[src/rtl/regs_dump_if.sv]
// Output stream of the register dump: one (address, data) beat per transfer.
// A beat transfers on a rising edge where out_valid and out_ready are both high; the
// source holds out_addr/out_data stable while out_valid is high and out_ready is low.
interface regs_dump_if #(
  parameter int WIDTH      = 32,
  parameter int ADDR_WIDTH = 5
);
  logic                  out_valid;
  logic                  out_ready;
  logic [ADDR_WIDTH-1:0] out_addr;
  logic [WIDTH-1:0]      out_data;

  modport master (output out_valid, output out_addr, output out_data, input out_ready);
  modport slave  (input out_valid, input out_addr, input out_data, output out_ready);
endinterface

[src/rtl/regs_dump.sv]
// Debug reader that freezes the register file, walks every address once and
// streams (address, data) beats with back-pressure while XOR-accumulating a checksum.
module regs_dump #(
  parameter int WIDTH      = 32,
  parameter int NR_REGS    = 32,
  parameter int ADDR_WIDTH = 5
) (
  input  logic                  clk,
  input  logic                  rst,
  input  logic                  start,
  output logic                  hold,
  output logic [ADDR_WIDTH-1:0] addr,
  input  logic [WIDTH-1:0]      din,
  output logic                  busy,
  output logic                  done,
  output logic [WIDTH-1:0]      checksum,
  output logic [1:0]            dbg_state,
  regs_dump_if.master           dump
);

  typedef enum logic [1:0] {
    IDLE  = 2'd0,
    READ  = 2'd1,
    DRAIN = 2'd2,
    FIN   = 2'd3
  } state_t;

  state_t                state;
  state_t                state_next;
  logic [ADDR_WIDTH-1:0] idx;
  logic                  out_valid_q;
  logic [ADDR_WIDTH-1:0] out_addr_q;
  logic [WIDTH-1:0]      out_data_q;
  logic [WIDTH-1:0]      sum_q;
  logic                  load;
  logic                  last;
  logic                  beat_done;

  // The output register refills whenever it is empty or its beat leaves this cycle.
  assign load      = (state == READ) && (!out_valid_q || dump.out_ready);
  assign last      = (idx == ADDR_WIDTH'(NR_REGS - 1));
  assign beat_done = out_valid_q && dump.out_ready;

  always_comb begin
    state_next = state;
    case (state)
      IDLE:    if (start) state_next = READ;
      READ:    if (load && last) state_next = DRAIN;
      DRAIN:   if (beat_done) state_next = FIN;
      FIN:     state_next = IDLE;
      default: state_next = IDLE;
    endcase
  end

  always_ff @(posedge clk) begin
    if (!rst) begin
      state       <= IDLE;
      idx         <= '0;
      out_valid_q <= 1'b0;
      out_addr_q  <= '0;
      out_data_q  <= '0;
      sum_q       <= '0;
    end else begin
      state <= state_next;
      if (state == IDLE && start) begin
        idx   <= '0;
        sum_q <= '0;
      end
      if (load) begin
        out_valid_q <= 1'b1;
        out_addr_q  <= idx;
        out_data_q  <= din;
        sum_q       <= sum_q ^ din;
        // Compare before incrementing so a full 2^ADDR_WIDTH file never wraps idx.
        if (!last) idx <= idx + ADDR_WIDTH'(1);
      end else if (beat_done) begin
        out_valid_q <= 1'b0;
      end
    end
  end

  assign hold           = (state == READ);
  assign addr           = hold ? idx : '0;
  assign busy           = (state != IDLE);
  assign done           = (state == FIN);
  assign checksum       = sum_q;
  assign dbg_state      = state;
  assign dump.out_valid = out_valid_q;
  assign dump.out_addr  = out_addr_q;
  assign dump.out_data  = out_data_q;

endmodule

[src/flat_wrapper.sv]
// flat-port wrapper written by rule: the top's interface ports become plain ports
module regs_dump_flat 
#(
  parameter int WIDTH      = 32,
  parameter int NR_REGS    = 32,
  parameter int ADDR_WIDTH = 5
)
  (clk, rst, start, hold, addr, din, busy, done, checksum, dbg_state, dump_out_valid, dump_out_addr, dump_out_data, dump_out_ready);
  regs_dump_if #(.WIDTH(WIDTH), .ADDR_WIDTH(ADDR_WIDTH)) dump_i ();
  input  logic clk;
  input  logic rst;
  input  logic start;
  output logic hold;
  output logic [ADDR_WIDTH-1:0] addr;
  input  logic [WIDTH-1:0] din;
  output logic busy;
  output logic done;
  output logic [WIDTH-1:0] checksum;
  output logic [1:0] dbg_state;
  output wire logic [$bits(dump_i.out_valid)-1:0] dump_out_valid;
  output wire logic [$bits(dump_i.out_addr)-1:0] dump_out_addr;
  output wire logic [$bits(dump_i.out_data)-1:0] dump_out_data;
  input wire logic [$bits(dump_i.out_ready)-1:0] dump_out_ready;
  assign dump_out_valid = dump_i.out_valid;
  assign dump_out_addr = dump_i.out_addr;
  assign dump_out_data = dump_i.out_data;
  assign dump_i.out_ready = dump_out_ready;
  regs_dump #(.WIDTH(WIDTH), .NR_REGS(NR_REGS), .ADDR_WIDTH(ADDR_WIDTH)) u_core (.clk(clk), .rst(rst), .start(start), .hold(hold), .addr(addr), .din(din), .busy(busy), .done(done), .checksum(checksum), .dbg_state(dbg_state), .dump(dump_i));
endmodule
[config.mk]
export PLATFORM = sky130hd
export DESIGN_NAME = regs_dump_flat
export DESIGN_NICKNAME = d
export VERILOG_FILES = /design/src/rtl/regs_dump_if.sv /design/src/rtl/regs_dump.sv /design/src/flat_wrapper.sv
export SDC_FILE = /design/constraint.sdc
export NUM_CORES = 1
export LEC_CHECK = 0
export ABC_AREA = 1
export BUFFER_PORTS_ARGS = -buffer_cell sky130_fd_sc_hd__buf_4
export CAP_MARGIN = 20
export CORE_UTILIZATION = 49
export CTS_CLUSTER_SIZE = 12
export DETAILED_ROUTE_END_ITERATION = 10
export HOLD_SLACK_MARGIN = 0.03
export PLACE_DENSITY = 0.79
export SYNTH_ARGS = -nofsm -noshare
export SYNTH_HDL_FRONTEND = slang
export SYNTH_SLANG_ARGS = --single-unit
[constraint.sdc]
create_clock -name clk -period 1.6 [get_ports clk]
set_input_delay 0.16 -clock clk [delete_from_list [all_inputs] [get_ports clk]]
set_output_delay 0.16 -clock clk [all_outputs]
set_load 0.03 [all_outputs]
==> impl_summary.md, run 1 <==
Synthesis
The number of storage elements in the synthesis netlist is 77. The average size of a mapped cell is 7.12 um2. The synthesized netlist devotes 8.16% of its cell area to compound gates.

Sequential elements use 48.5% of the synthesized area. Synthesis produced a netlist with a net count of 489. The synthesized design contains 0 enable-type register cells. Multiplexer cells account for 0% of the synthesized area. The number of different library cells in the post-synthesis netlist is 19. The parity-gate share of the synthesized area counting xor and xnor cells is 0%. After synthesis, the largest family of logic cells by area is simple AND/OR/NAND/NOR gates. In the synthesized netlist, the number of instances is 446. The basic-gate share of the synthesized area counting and, or, nand and nor cells is 30.5%. The mapped netlist covers 3180 um2.

The total number of yosys warnings is 0. The top flip-flop cell by instance count after synthesis is sky130_fd_sc_hd__dfxtp_1. The share of flip-flops with an asynchronous set or reset after synthesis is 0%. Of the total synthesized cell area, the portion taken by full adders, half adders and majority gates is 2.76%.

Worst setup path
The worst register-to-register path has a setup slack of 70 ps. STA classifies the critical path startpoint as a register. Measured in cells, the most critical reg-to-reg path has a length of 9. Data arrives at the worst endpoint at 1770 ps.

The critical path is of the register to register type. In this run the worst path has a maximum fanout of 24. In this run the critical register-to-register path is captured at u_core.checksum[24]$_SDFFE_PN0P_. The endpoint type of the worst setup path is a register. The required time at the endpoint of the critical path is 1840 ps. The startpoint identified for the worst register-to-register timing path is u_core.dbg_state[1]$_SDFFE_PN0P_.

CTS
The clock tree from TritonCTS is built. The clock transition time at the flip-flop clock pins of the worst setup and hold paths is 80 ps. The CTS buffer count is 9. The buffer cell driving the clock tree root is sky130_fd_sc_hd__clkbuf_8.

The clock sink count is 77. The hold buffer count at CTS is 0. The insertion delay of the later-clocked pin in the worst-skew pair is 350 ps. The longest clock path from root to sink contains 2 buffers.

The number of levels the H-tree was split into is 3.

Power and ir drop
The combinational group share of total power is 49.5%. Across the VDD grid, the largest voltage drop is 952 uV. In this run the power density over the cells is 1800 nW/um2. The internal portion of the total power is 4670 uW. Of the total power, the share spent switching nets is 42.2%. Sequential cells burn 33.1% of the power. After layout, the design draws a total of 8080 uW. The leakage power figure is 0.00219 uW.

The clock network accounts for 17.5% of the total power. The net switching power figure is 3410 uW.

Min path
The worst hold path startpoint is din[31]. The worst hold path endpoint is u_core.checksum[31]$_SDFFE_PN0P_. The worst hold-check path type is primary input to register.

Counting instances, the worst hold path has a depth of 4.

Die
The floorplan core area is 6100 um2. The full die area is 6810 um2. The I/O pin total is 116. The die is 82.5 um tall. Once the floorplan was initialized, standard cells occupied 52.1% of the core. Row generation in the floorplan step produced 28 rows. Measured along the x axis, the die boundary spans 82.5 um.

Routing
Detailed routing inserted a total of 3,233 vias. The total iterations of the first detailed-routing run is 5. The detailed-route DRC error count is 0. The routed length per placed instance is 12.7 um. The number of design-rule violations left by the first detailed-router iteration is 208.

For this block, the routed nets add up to 8320 um of wire. The average vias per placed instance is 4.95. The detail route stage leaves a number of antenna-violating nets equal to 0.

Final layout
The net count reported at finish is 617. 0 antenna diodes ended up in the layout. The area growth from synthesis to layout is 41.5%. Cells with a size suffix above 1 make up 28.2% of the layout. Cells fill 73.7% of the core in the end.

STA
The hold violation count in the final report was 0. The clock arrives with 4.32 ps of skew. The transition time at the pin with the least slew margin is 305 ps. The final critical-path required period is 1530 ps. In the finished design, the share of the clock period the worst path needs comes to 95.4%.

The number of failing setup endpoints in the final timing report is 0. The worst slew slack as a fraction of its limit is 79.6%. The final max-slew violation count is 0.

Derived from the worst setup path, the maximum achievable clock frequency is 655 MHz.

Place
The count of input and output buffers is 115. The half-perimeter wire length of the detailed placement result is 5790 um. The final RePlAce weighted congestion is 0.869.

Global route
The overall track demand over capacity in global routing is 24.0%. The total grt overflow is 0. The number of antenna violations at the first check in global routing is 0. The global-route wire length before repair is 12,400 um.

The largest net degree at the start of global routing is 26. The via count of the first global-routing pass is 2,878.

Run status
The run finished with clean final reports.

Run
Across the run, the number of max-cap violations was 0.
-- worst max-delay path, stage by stage, from the launching register on --
cell                      delay [ps]
sky130_fd_sc_hd__dfxtp_4         380
sky130_fd_sc_hd__inv_4            50
sky130_fd_sc_hd__ha_4            170
sky130_fd_sc_hd__inv_2            70
sky130_fd_sc_hd__a21oi_4          40
sky130_fd_sc_hd__buf_6           130
sky130_fd_sc_hd__buf_12          130
sky130_fd_sc_hd__o21ai_2         170
sky130_fd_sc_hd__buf_12          190
sky130_fd_sc_hd__nor2_1           70
-- state kept, by name, summed over array words and instances (netlist names) --
signal	count
u_core.dump.out_valid	1
u_core.idx	5
u_core.dump.out_data	32
u_core.checksum	32
u_core.dbg_state	2
u_core.dump.out_addr	5
-- how the worst max path moves through the flow --
stage	startpoint	end	slack, ps	cells past startpoint
floorplan	u_core.dbg_state[1]$_SDFFE_PN0P_	u_core.checksum[0]$_SDFFE_PN0P_	9	10
global placement	u_core.idx[0]$_SDFF_PN0_	u_core.idx[1]$_SDFF_PN0_	40	7
detailed placement	u_core.idx[0]$_SDFF_PN0_	u_core.idx[1]$_SDFF_PN0_	50	7
CTS	u_core.idx[0]$_SDFF_PN0_	u_core.idx[1]$_SDFF_PN0_	30	7
global route	u_core.dbg_state[1]$_SDFFE_PN0P_	u_core.checksum[0]$_SDFFE_PN0P_	-40	10
finish	u_core.dbg_state[1]$_SDFFE_PN0P_	u_core.checksum[24]$_SDFFE_PN0P_	70	9
-- synth_stat cells, types with 3 or more instances --
| master | instances | area share (%) |
|---|---|---|
| sky130_fd_sc_hd__nand2_1 | 154 | 18 |
| sky130_fd_sc_hd__dfxtp_1 | 77 | 49 |
| sky130_fd_sc_hd__inv_1 | 50 | 5.9 |
| sky130_fd_sc_hd__nor2_1 | 50 | 5.9 |
| sky130_fd_sc_hd__a21oi_1 | 37 | 5.8 |
| sky130_fd_sc_hd__nand3_1 | 37 | 5.8 |
| sky130_fd_sc_hd__buf_2 | 8 | 1.3 |
| sky130_fd_sc_hd__ha_1 | 7 | 2.8 |
| sky130_fd_sc_hd__o21ai_0 | 6 | 0.95 |
| sky130_fd_sc_hd__buf_4 | 4 | 0.95 |
| sky130_fd_sc_hd__buf_6 | 4 | 1.4 |
| sky130_fd_sc_hd__a211oi_1 | 3 | 0.71 |
| sky130_fd_sc_hd__clkbuf_1 | 3 | 0.35 |
-- routing by layer --
layer	wire (um)	vias up	global-route usage (%)
met5	0	-	0
met4	154	0	9.31
met3	545	15	7.58
met2	4320	101	43.1
met1	3300	1475	26.3
li1	-	1642	-
-- cells in the final DEF (no fill, tap or decap), drive strengths merged --
| master | count |
|---|---|
| dfxtp | 77 |
| clkinvlp | 1 |
| and3 | 1 |
| buf | 134 |
| nand4 | 1 |
| ha | 7 |
| inv | 51 |
| o21ai | 7 |
| clkinv | 2 |
| nand2 | 155 |
| nor2 | 50 |
| a21oi | 38 |
| a211oi | 3 |
| nand3 | 37 |
| clkbuf | 14 |
-- stage by stage --
step | hold slack, ps | cells | worst slack (ps) | instance area [um2] | TNS (ps)
floorplan | 271 | 446 | 9.29 | 3200 | 0
global placement | 441 | 628 | 39.9 | 4150 | 0
detailed placement | 448 | 628 | 50.8 | 4150 | 0
CTS | 76.1 | 643 | 29.9 | 4340 | 0
global route | 87.9 | 653 | -36.1 | 4490 | -84.2
finish | 91.2 | 653 | 72.9 | 4490 | 0
-- layout make-up --
class | count | area (um2)
Clock buffer | 12 | 176
Timing Repair Buffer | 136 | 1120
Multi-Input combinational cell | 299 | 1340
Inverter | 51 | 194
Sequential cell | 77 | 1550
Clock inverter | 3 | 17.5
Tap cell | 75 | 93.8
Fill cell | 514 | 1600
-- timing repair --
action                     4_1_cts  5_1_grt
gates resized for setup          0       10
setup endpoints to repair        0       37
setup buffers                    0        8
-- power groups by stage --
stage | combinational (uW) | sequential, uW | clock [uW]
floorplan | 1710 | 3420 | 0
global placement | 3540 | 2660 | 0
detailed placement | 3630 | 2690 | 0
CTS | 3640 | 2650 | 1440
global route | 4350 | 2730 | 1530
finish | 4000 | 2670 | 1410
-- logic make-up after synthesis --
| kind of cell | Yosys count |
|---|---|
| and+or+nand+nor | 244 |
| DFF | 77 |
| buffers and inverters | 70 |
| AOI/OAI and AO/OA | 48 |
| adders and majority gates | 7 |
No activity file was read; power rests on OpenSTA's default activity.
==> run 2, diff against run 1 <==
--- a/config.mk
+++ b/config.mk
@@ -8,6 +8,7 @@
 export ABC_AREA = 1
 export BUFFER_PORTS_ARGS = -buffer_cell sky130_fd_sc_hd__buf_4
 export CAP_MARGIN = 20
+export CORE_ASPECT_RATIO = 0.6
 export CORE_UTILIZATION = 49
 export CTS_CLUSTER_SIZE = 12
 export DETAILED_ROUTE_END_ITERATION = 10
==> constraint.sdc (replaced) <==
create_clock -name clk -period 1.61 [get_ports clk]
set_input_delay 0.161 -clock clk [delete_from_list [all_inputs] [get_ports clk]]
set_output_delay 0.161 -clock clk [all_outputs]
set_load 0.03 [all_outputs]
==> run 2 against run 1 <==
  * Sequential cell count did not move
  * Cell count is 0.46% lower
  * Sequential power about the same
  * Utilization is 2.9 points lower
  * Largest cell class unchanged
  * Critical path type is now register to output port
==> impl_summary.md, run 2 (synthesized netlist as in run 1, its figures left out) <==
STA
The final max-slew violation count is 0 (unchanged). The setup clock skew after layout is 6.36 ps (+2.04 ps). The setup TNS is 0 ps (unchanged). The number of failing setup endpoints in the final timing report came to 0 (unchanged). The hold violation count in the final report came to 0 (unchanged).

Setup repair after global routing left no endpoint under its margin. The final hold slack came to 79.6 ps (-11.7 ps). The worst path needs 1540 ps of the cycle, external delays included. The worst path uses 95.5% of the clock period. The transition time at the pin with the least slew margin is 252 ps (-52.9 ps).

The worst slew slack as a fraction of its limit came to 83.1% (+3.5 points). Timing would allow up to 650 MHz.

Worst setup path
The delay contributed by the slowest stage of the critical path was 380 ps (about the same). Walking the worst path, the cells encountered are inv_4 -> ha_4 -> buf_4 -> nand2_1 -> inv_1 -> buf_4. STA classifies the critical path startpoint as a register.

The master of the slowest instance on the critical path is sky130_fd_sc_hd__dfxtp_4. The number of logic stages on the critical path including buffering was 6 (-3). The worst setup path category is register to output port. The worst reg-to-reg setup slack was 90 ps (+20 ps).

The path depth of the worst reg2reg path was 6 (-3). The required time at the endpoint of the critical path came to 1450 ps (-390 ps). The data arrival at the endpoint of the critical path was 1380 ps (-390 ps). The sum of buffers and inverters on the critical path came to 4 (-1). The worst register-to-register path begins at u_core.dbg_state[0]$_SDFFE_PN0P_. The endpoint of the worst register-to-register path is u_core.checksum[17]$_SDFFE_PN0P_. The cell that appears most often on the critical path is sky130_fd_sc_hd__buf_4. The endpoint type of the worst setup path is an output port. Broken down by cell family, the worst path's largest delay share belongs to buffers and inverters. The maximum net fanout on the critical path was 8 (-67%).

Die
The I/O pin total is 116 (unchanged). The horizontal die dimension is 106 um (+28%). The number of core rows is 22 (-21%).

The initial core utilization was 51.3% (-0.82 points). The floorplan core area is 6190 um2 (+1.6%). The full die area is 6820 um2 (+0.16%). The floorplan die height is 64.4 um (-22%).

Global route
The overall track demand over capacity in global routing is 25.8% (+1.7 points). The via count of the first global-routing pass was 2,996 (+4.1%). The largest net degree at the start of global routing is 46 (+77%). The total grt overflow is 0 (unchanged). The number of antenna violations at the first check in global routing is 0 (unchanged). The global-route wire length before repair is 13,500 um (+8.7%).

Power and ir drop
The net switching power figure was 3340 uW (-1.8%). The total design power is 7860 uW (-2.7%). The clock network fraction of total power is 20.2% (+2.7 points). The leakage power figure is 0.00212 uW (-3.2%). The maximum vdd drop is 1160 uV (+22%). The combinational group share of total power is 45.9% (-3.6 points).

The part of the total power dissipated in sequential elements is 33.9% (+0.8 points). The total power per unit cell area was 1790 nW/um2 (-0.25%). The cell-internal power was 4520 uW (-3.3%). The switching part of the total came to 42.5% (+0.37 points).

Place
The half-perimeter wire length of the detailed placement result is 5770 um (-0.30%). The count of input and output buffers is 115 (unchanged). The final RePlAce weighted congestion was 0.841 (-3.2%). The total placed cells including tap cells came to 634 (+0.96%).

Routing
The routed length per placed instance is 12.8 um (+0.15%). The residual antenna-violating net count after detailed routing is 0 (unchanged). The number of vias after detailed routing came to 3,183 (-1.5%).

The total iterations of the first detailed-routing run was 4 (-1). The number of design-rule violations left by the first detailed-router iteration was 158 (-24%). The total wire length after detailed routing is 8300 um (-0.31%).

The detailed-route DRC error count came to 0 (unchanged). The average vias per placed instance is 4.90 (-1.1%).

Min path
The worst hold path endpoint is u_core.dbg_state[1]$_SDFFE_PN0P_. The worst hold path startpoint is rst. The number of cells traversed by the worst hold path was 3 (-1). The min-delay analysis places its worst path in the category primary input to register.

Final layout
The net count reported at finish was 604 (-2.1%). The most frequent standard cell in the layout excluding fill and tap cells is sky130_fd_sc_hd__nand2_1. The final antenna diode count is 0 (unchanged).

The count of non-filler cells in the finished layout is 650 (-0.46%). In the layout the commonest cells are sky130_fd_sc_hd__nand2_1, sky130_fd_sc_hd__buf_4, sky130_fd_sc_hd__dfxtp_1. The layout overhead on the synthesized area is 38.0%. The ratio of cells with drive above 1 in the final layout was 26.5% (-1.7 points).

CTS
The number of buffers added for setup after CTS was 0 (unchanged). The clock transition time at the flip-flop clock pins of the worst setup and hold paths is 80 ps (about the same). TritonCTS built the clock tree. The CTS buffer count is 9 (unchanged). The number of buffers on the longest clock path is 2 (unchanged). The clock sink count is 77 (unchanged). The hold buffer count at CTS came to 0 (unchanged).

In this run the clock root is driven by a sky130_fd_sc_hd__clkbuf_8. The number of levels the H-tree was split into is 3 (unchanged). The insertion delay of the later-clocked pin in the worst-skew pair is 350 ps (about the same).

Run
The max-capacitance violation count came to 0 (unchanged).

Run status
The run finished with clean final reports.
-- run 2: repair_timing --
action / 4_1_cts / 5_1_grt
setup endpoints to repair: 0 / 9
resized for setup: 0 / 7
hold endpoints to repair: 0 / 0
-- run 2: worst max-delay path by stage --
stage                                           from                              end  slack, ps
floorplan           u_core.dbg_state[1]$_SDFFE_PN0P_  u_core.checksum[0]$_SDFFE_PN0P_         20
global placement            u_core.idx[0]$_SDFF_PN0_         u_core.idx[1]$_SDFF_PN0_        160
detailed placement          u_core.idx[0]$_SDFF_PN0_         u_core.idx[1]$_SDFF_PN0_         90
CTS                 u_core.dbg_state[1]$_SDFFE_PN0P_                          addr[0]         40
global route        u_core.dbg_state[1]$_SDFFE_PN0P_                          addr[0]          4
finish              u_core.dbg_state[1]$_SDFFE_PN0P_                          addr[1]         70
-- run 2: power by group through the flow --
| stage | Clock [uW] | Sequential (uW) | Combinational, uW |
|---|---|---|---|
| after floorplan | 0 | 3400 | 1700 |
| after global placement | 0 | 2660 | 3510 |
| after detailed placement | 0 | 2680 | 3590 |
| after CTS | 1610 | 2650 | 3610 |
| after global routing | 1720 | 2720 | 3940 |
| final | 1590 | 2670 | 3610 |
-- run 2: final cells by class --
class,count,area (um2)
clock buffer,13,180
fill,512,1810
inverter,51,194
multi-input combinational,299,1340
tap,84,105
sequential,77,1550
timing repair buffer,123,973
clock inverter,3,40.0
-- run 2: metal layers --
layer | vias to the layer above | wire [um] | share of wire [%] | global-route usage [%]
li1 | 1614 | - | - | -
met1 | 1447 | 3800 | 46 | 31.8
met4 | 0 | 55 | 0.66 | 4.86
met3 | 7 | 773 | 9.3 | 12.0
met5 | - | 0 | 0 | 0
met2 | 115 | 3670 | 44 | 41.4
-- run 2: worst register-to-register path, cell delays in order (launching register included) --
cell and delay [ps]:
sky130_fd_sc_hd__dfxtp_4 380, sky130_fd_sc_hd__inv_1 110, sky130_fd_sc_hd__ha_1 220, sky130_fd_sc_hd__nand2_1 170, sky130_fd_sc_hd__o21ai_2 220, sky130_fd_sc_hd__buf_12 220
sky130_fd_sc_hd__nor2_1 80
-- run 2: through the flow --
stage          setup slack (ps)  area [um2]  util (%)
2_1_floorplan              19.3        3200         -
3_3_place_gp                162        4150      67.0
3_5_place_dp               86.1        4150      67.0
4_1_cts                    43.2        4370      70.5
5_1_grt                    3.78        4380      70.7
6_report                   71.7        4380      70.7
==> run 3, diff against run 2 <==
--- a/config.mk
+++ b/config.mk
@@ -12,8 +12,10 @@
 export CORE_UTILIZATION = 49
 export CTS_CLUSTER_SIZE = 12
 export DETAILED_ROUTE_END_ITERATION = 10
+export GPL_TIMING_DRIVEN = 0
 export HOLD_SLACK_MARGIN = 0.03
 export PLACE_DENSITY = 0.79
+export RECOVER_POWER = 50
 export SYNTH_ARGS = -nofsm -noshare
 export SYNTH_HDL_FRONTEND = slang
 export SYNTH_SLANG_ARGS = --single-unit
==> run 3 against run 2 <==
  * Non-clock buffer count up 14
  * Cell count rose by 2.2%
  * Critical path depth increased by 4
  * Hold slack lost 8.9 ps
  * Clock skew grew 1.6 ps
  * Clock-buffer cell count decreased by 2
==> impl_summary.md, run 3 (synthesized netlist as in run 1, its figures left out) <==
Power and ir drop
The leakage power figure is 0.00185 uW (-13%). The maximum vdd drop is 882 uV (-24%). The total power per unit cell area is 1830 nW/um2 (+2.0%).

CTS
The CTS buffer count is 9 (unchanged). In this run the clock root is driven by a sky130_fd_sc_hd__clkbuf_8. The clock transition time at the flip-flop clock pins of the worst setup and hold paths is 80 ps (about the same). The insertion delay of the later-clocked pin in the worst-skew pair was 360 ps (about the same). The number of buffers on the longest clock path is 2 (unchanged). The clock sink count is 77 (unchanged).

TritonCTS built the clock tree. The number of levels the H-tree was split into is 3 (unchanged).

Global route
The met3 track demand over resource is 9.80% (-2.2 points). The global-route wire length before repair is 14,000 um (+3.8%). The via count of the first global-routing pass was 2,990 (-0.20%). The overall track demand over capacity in global routing is 26.7% (+0.98 points). The met1 layer usage reported by global route is 34.9% (+3.0 points). The global routing's busiest layer is met2. The largest net degree at the start of global routing is 14 (-70%).

The met2 track utilization from global routing is 41.1% (-0.33 points). The number of antenna violations at the first check in global routing is 0 (unchanged). The total grt overflow is 0 (unchanged).

STA
The final worst-path setup slack came to 70.5 ps (-1.15 ps). The setup clock skew after layout is 7.95 ps (+1.60 ps). The final critical-path required period is 1540 ps (+1.15 ps). The final max-slew violation count was 0 (unchanged). The maximum clock frequency came to 650 MHz (about the same). The number of failing setup endpoints in the final timing report is 0 (unchanged). The worst slew slack as a fraction of its limit is 60.8% (-22 points). The final period utilization is 95.6% (about the same). The transition time at the pin with the least slew margin is 589 ps (+336 ps).

The hold violation count in the final report is 0 (unchanged).

Place
The half-perimeter wire length of the detailed placement result came to 6330 um (+9.7%). The area after detailed placement was 4170 um2 (+0.45%). The setup slack after placement came to -55.2 ps (-141 ps). The count of input and output buffers is 115 (unchanged). The final RePlAce weighted congestion is 0.847 (+0.68%).

Routing
The average vias per placed instance came to 4.95 (+1.2%). The number of vias after detailed routing is 3,289 (+3.3%). The routed length per placed instance came to 13.3 um (+4.5%). The residual antenna-violating net count after detailed routing is 0 (unchanged). The number of design-rule violations left by the first detailed-router iteration came to 167 (+5.7%). The total wire length after detailed routing came to 8860 um (+6.8%). The detailed-route DRC error count is 0 (unchanged).

The total iterations of the first detailed-routing run is 5 (+1).

Final layout
The library cell used most frequently in the layout, excluding fill and tap cells, is sky130_fd_sc_hd__nand2_1. The final antenna diode count came to 0 (unchanged). The net count reported at finish is 618 (+2.3%).

The final instance area came to 4180 um2 (-4.6%). The ratio of cells with drive above 1 in the final layout is 15.3% (-11 points). The layout overhead on the synthesized area is 31.7%. In the layout the commonest cells are sky130_fd_sc_hd__nand2_1, sky130_fd_sc_hd__clkbuf_1, sky130_fd_sc_hd__dfxtp_1.

Die
The full die area is 6820 um2 (unchanged). The I/O pin total is 116 (unchanged). The horizontal die dimension is 106 um (unchanged). The floorplan die height is 64.4 um (unchanged). The floorplan core area is 6190 um2 (unchanged). The initial core utilization is 51.3% (unchanged).

The number of core rows is 22 (unchanged).

Worst setup path
The worst setup path is captured at a register. The sum of buffers and inverters on the critical path is 5 (+1). The kind of cell with the highest combined delay along the critical path is buffers and inverters. The required time at the endpoint of the critical path was 1870 ps (+420 ps). The signal on the critical path passes through inv_4 -> ha_4 -> inv_2 -> a21oi_4 -> buf_12 -> buf_16 -> buf_6 -> nand3_1 -> nand2_1 -> nor2_1. The delay contributed by the slowest stage of the critical path is 370 ps (about the same). The type of element launching the critical path is a register. The master of the slowest instance on the critical path is sky130_fd_sc_hd__dfxtp_4.

The maximum net fanout on the critical path is 10 (+2). The critical path is of the register to register type. The data arrival at the endpoint of the critical path is 1800 ps (+420 ps).

Run status
The run finished with clean final reports.

Run
The max-capacitance violation count came to 0 (unchanged).

Min path
The tightest min-delay check is of the primary input to register type.
==> run 3: routing by layer <==
layer / up-vias / share of wire (%) / wire length, um
met2: 133 / 43 / 3840
met1: 1497 / 46 / 4110
met3: 13 / 9.0 / 799
met5: - / 0 / 0
li1: 1646 / - / -
met4: 0 / 1.2 / 106
==> run 3: layout make-up <==
class	count	area (um2)
Tap cell	84	105
Multi-Input combinational cell	299	1350
Fill cell	587	2010
Inverter	51	194
Clock buffer	11	141
Clock inverter	5	35.0
Timing Repair Buffer	119	664
Buffer	18	140
Sequential cell	77	1550
==> run 3: power by group <==
part,leakage (uW),total [uW],switching (uW),internal [uW]
clock network,0.0000859,1330,731,602
registers,0.000629,2650,310,2340
logic,0.00113,3670,2490,1180
==> run 3: what timing repair did <==
action,4_1_cts,5_1_grt
hold buffers,0,0
buffers inserted,2,1
gates cloned,1,0
endpoints found under the setup margin,34,41
resized for setup,5,11
==> run 3: stage by stage <==
step                total power (uW)  utilization (%)  setup TNS, ps  hold WS [ps]  std cells
finish                          7660             67.5              0          70.6        664
global route                    8150             67.5          -23.8          65.7        664
CTS                             7880             71.3              0          60.6        663
detailed placement              6350             67.3           -821           453        645
global placement                6250             67.3          -3.31           443        645
floorplan                       5100                -              0           272        446
==> run 3: worst paths after layout <==
| kind | slack, ps | endpoint | depth (start not counted) | from |
|---|---|---|---|---|
| setup / recovery | 70 | u_core.checksum[20]$_SDFFE_PN0P_ | 10 | u_core.dbg_state[1]$_SDFFE_PN0P_ |
| hold / removal | 70 | u_core.checksum[25]$_SDFFE_PN0P_ | 4 | din[25] |
| setup reg to reg | 70 | u_core.checksum[20]$_SDFFE_PN0P_ | 10 | u_core.dbg_state[1]$_SDFFE_PN0P_ |
| hold reg to reg | 470 | u_core.dump.out_data[6]$_SDFFE_PN0P_ | 2 | u_core.dump.out_data[6]$_SDFFE_PN0P_ |
==> run 3: worst register-to-register path, delay by kind of cell (launching register included) <==
| family | cells | cell delay (ps) |
|---|---|---|
| buffers and inverters | 5 | 530 |
| AND/OR/NAND/NOR | 3 | 200 |
| AO/OA/AOI/OAI | 1 | 180 |
| flip-flops | 1 | 370 |
| adder cells (fa/ha/maj) | 1 | 160 |
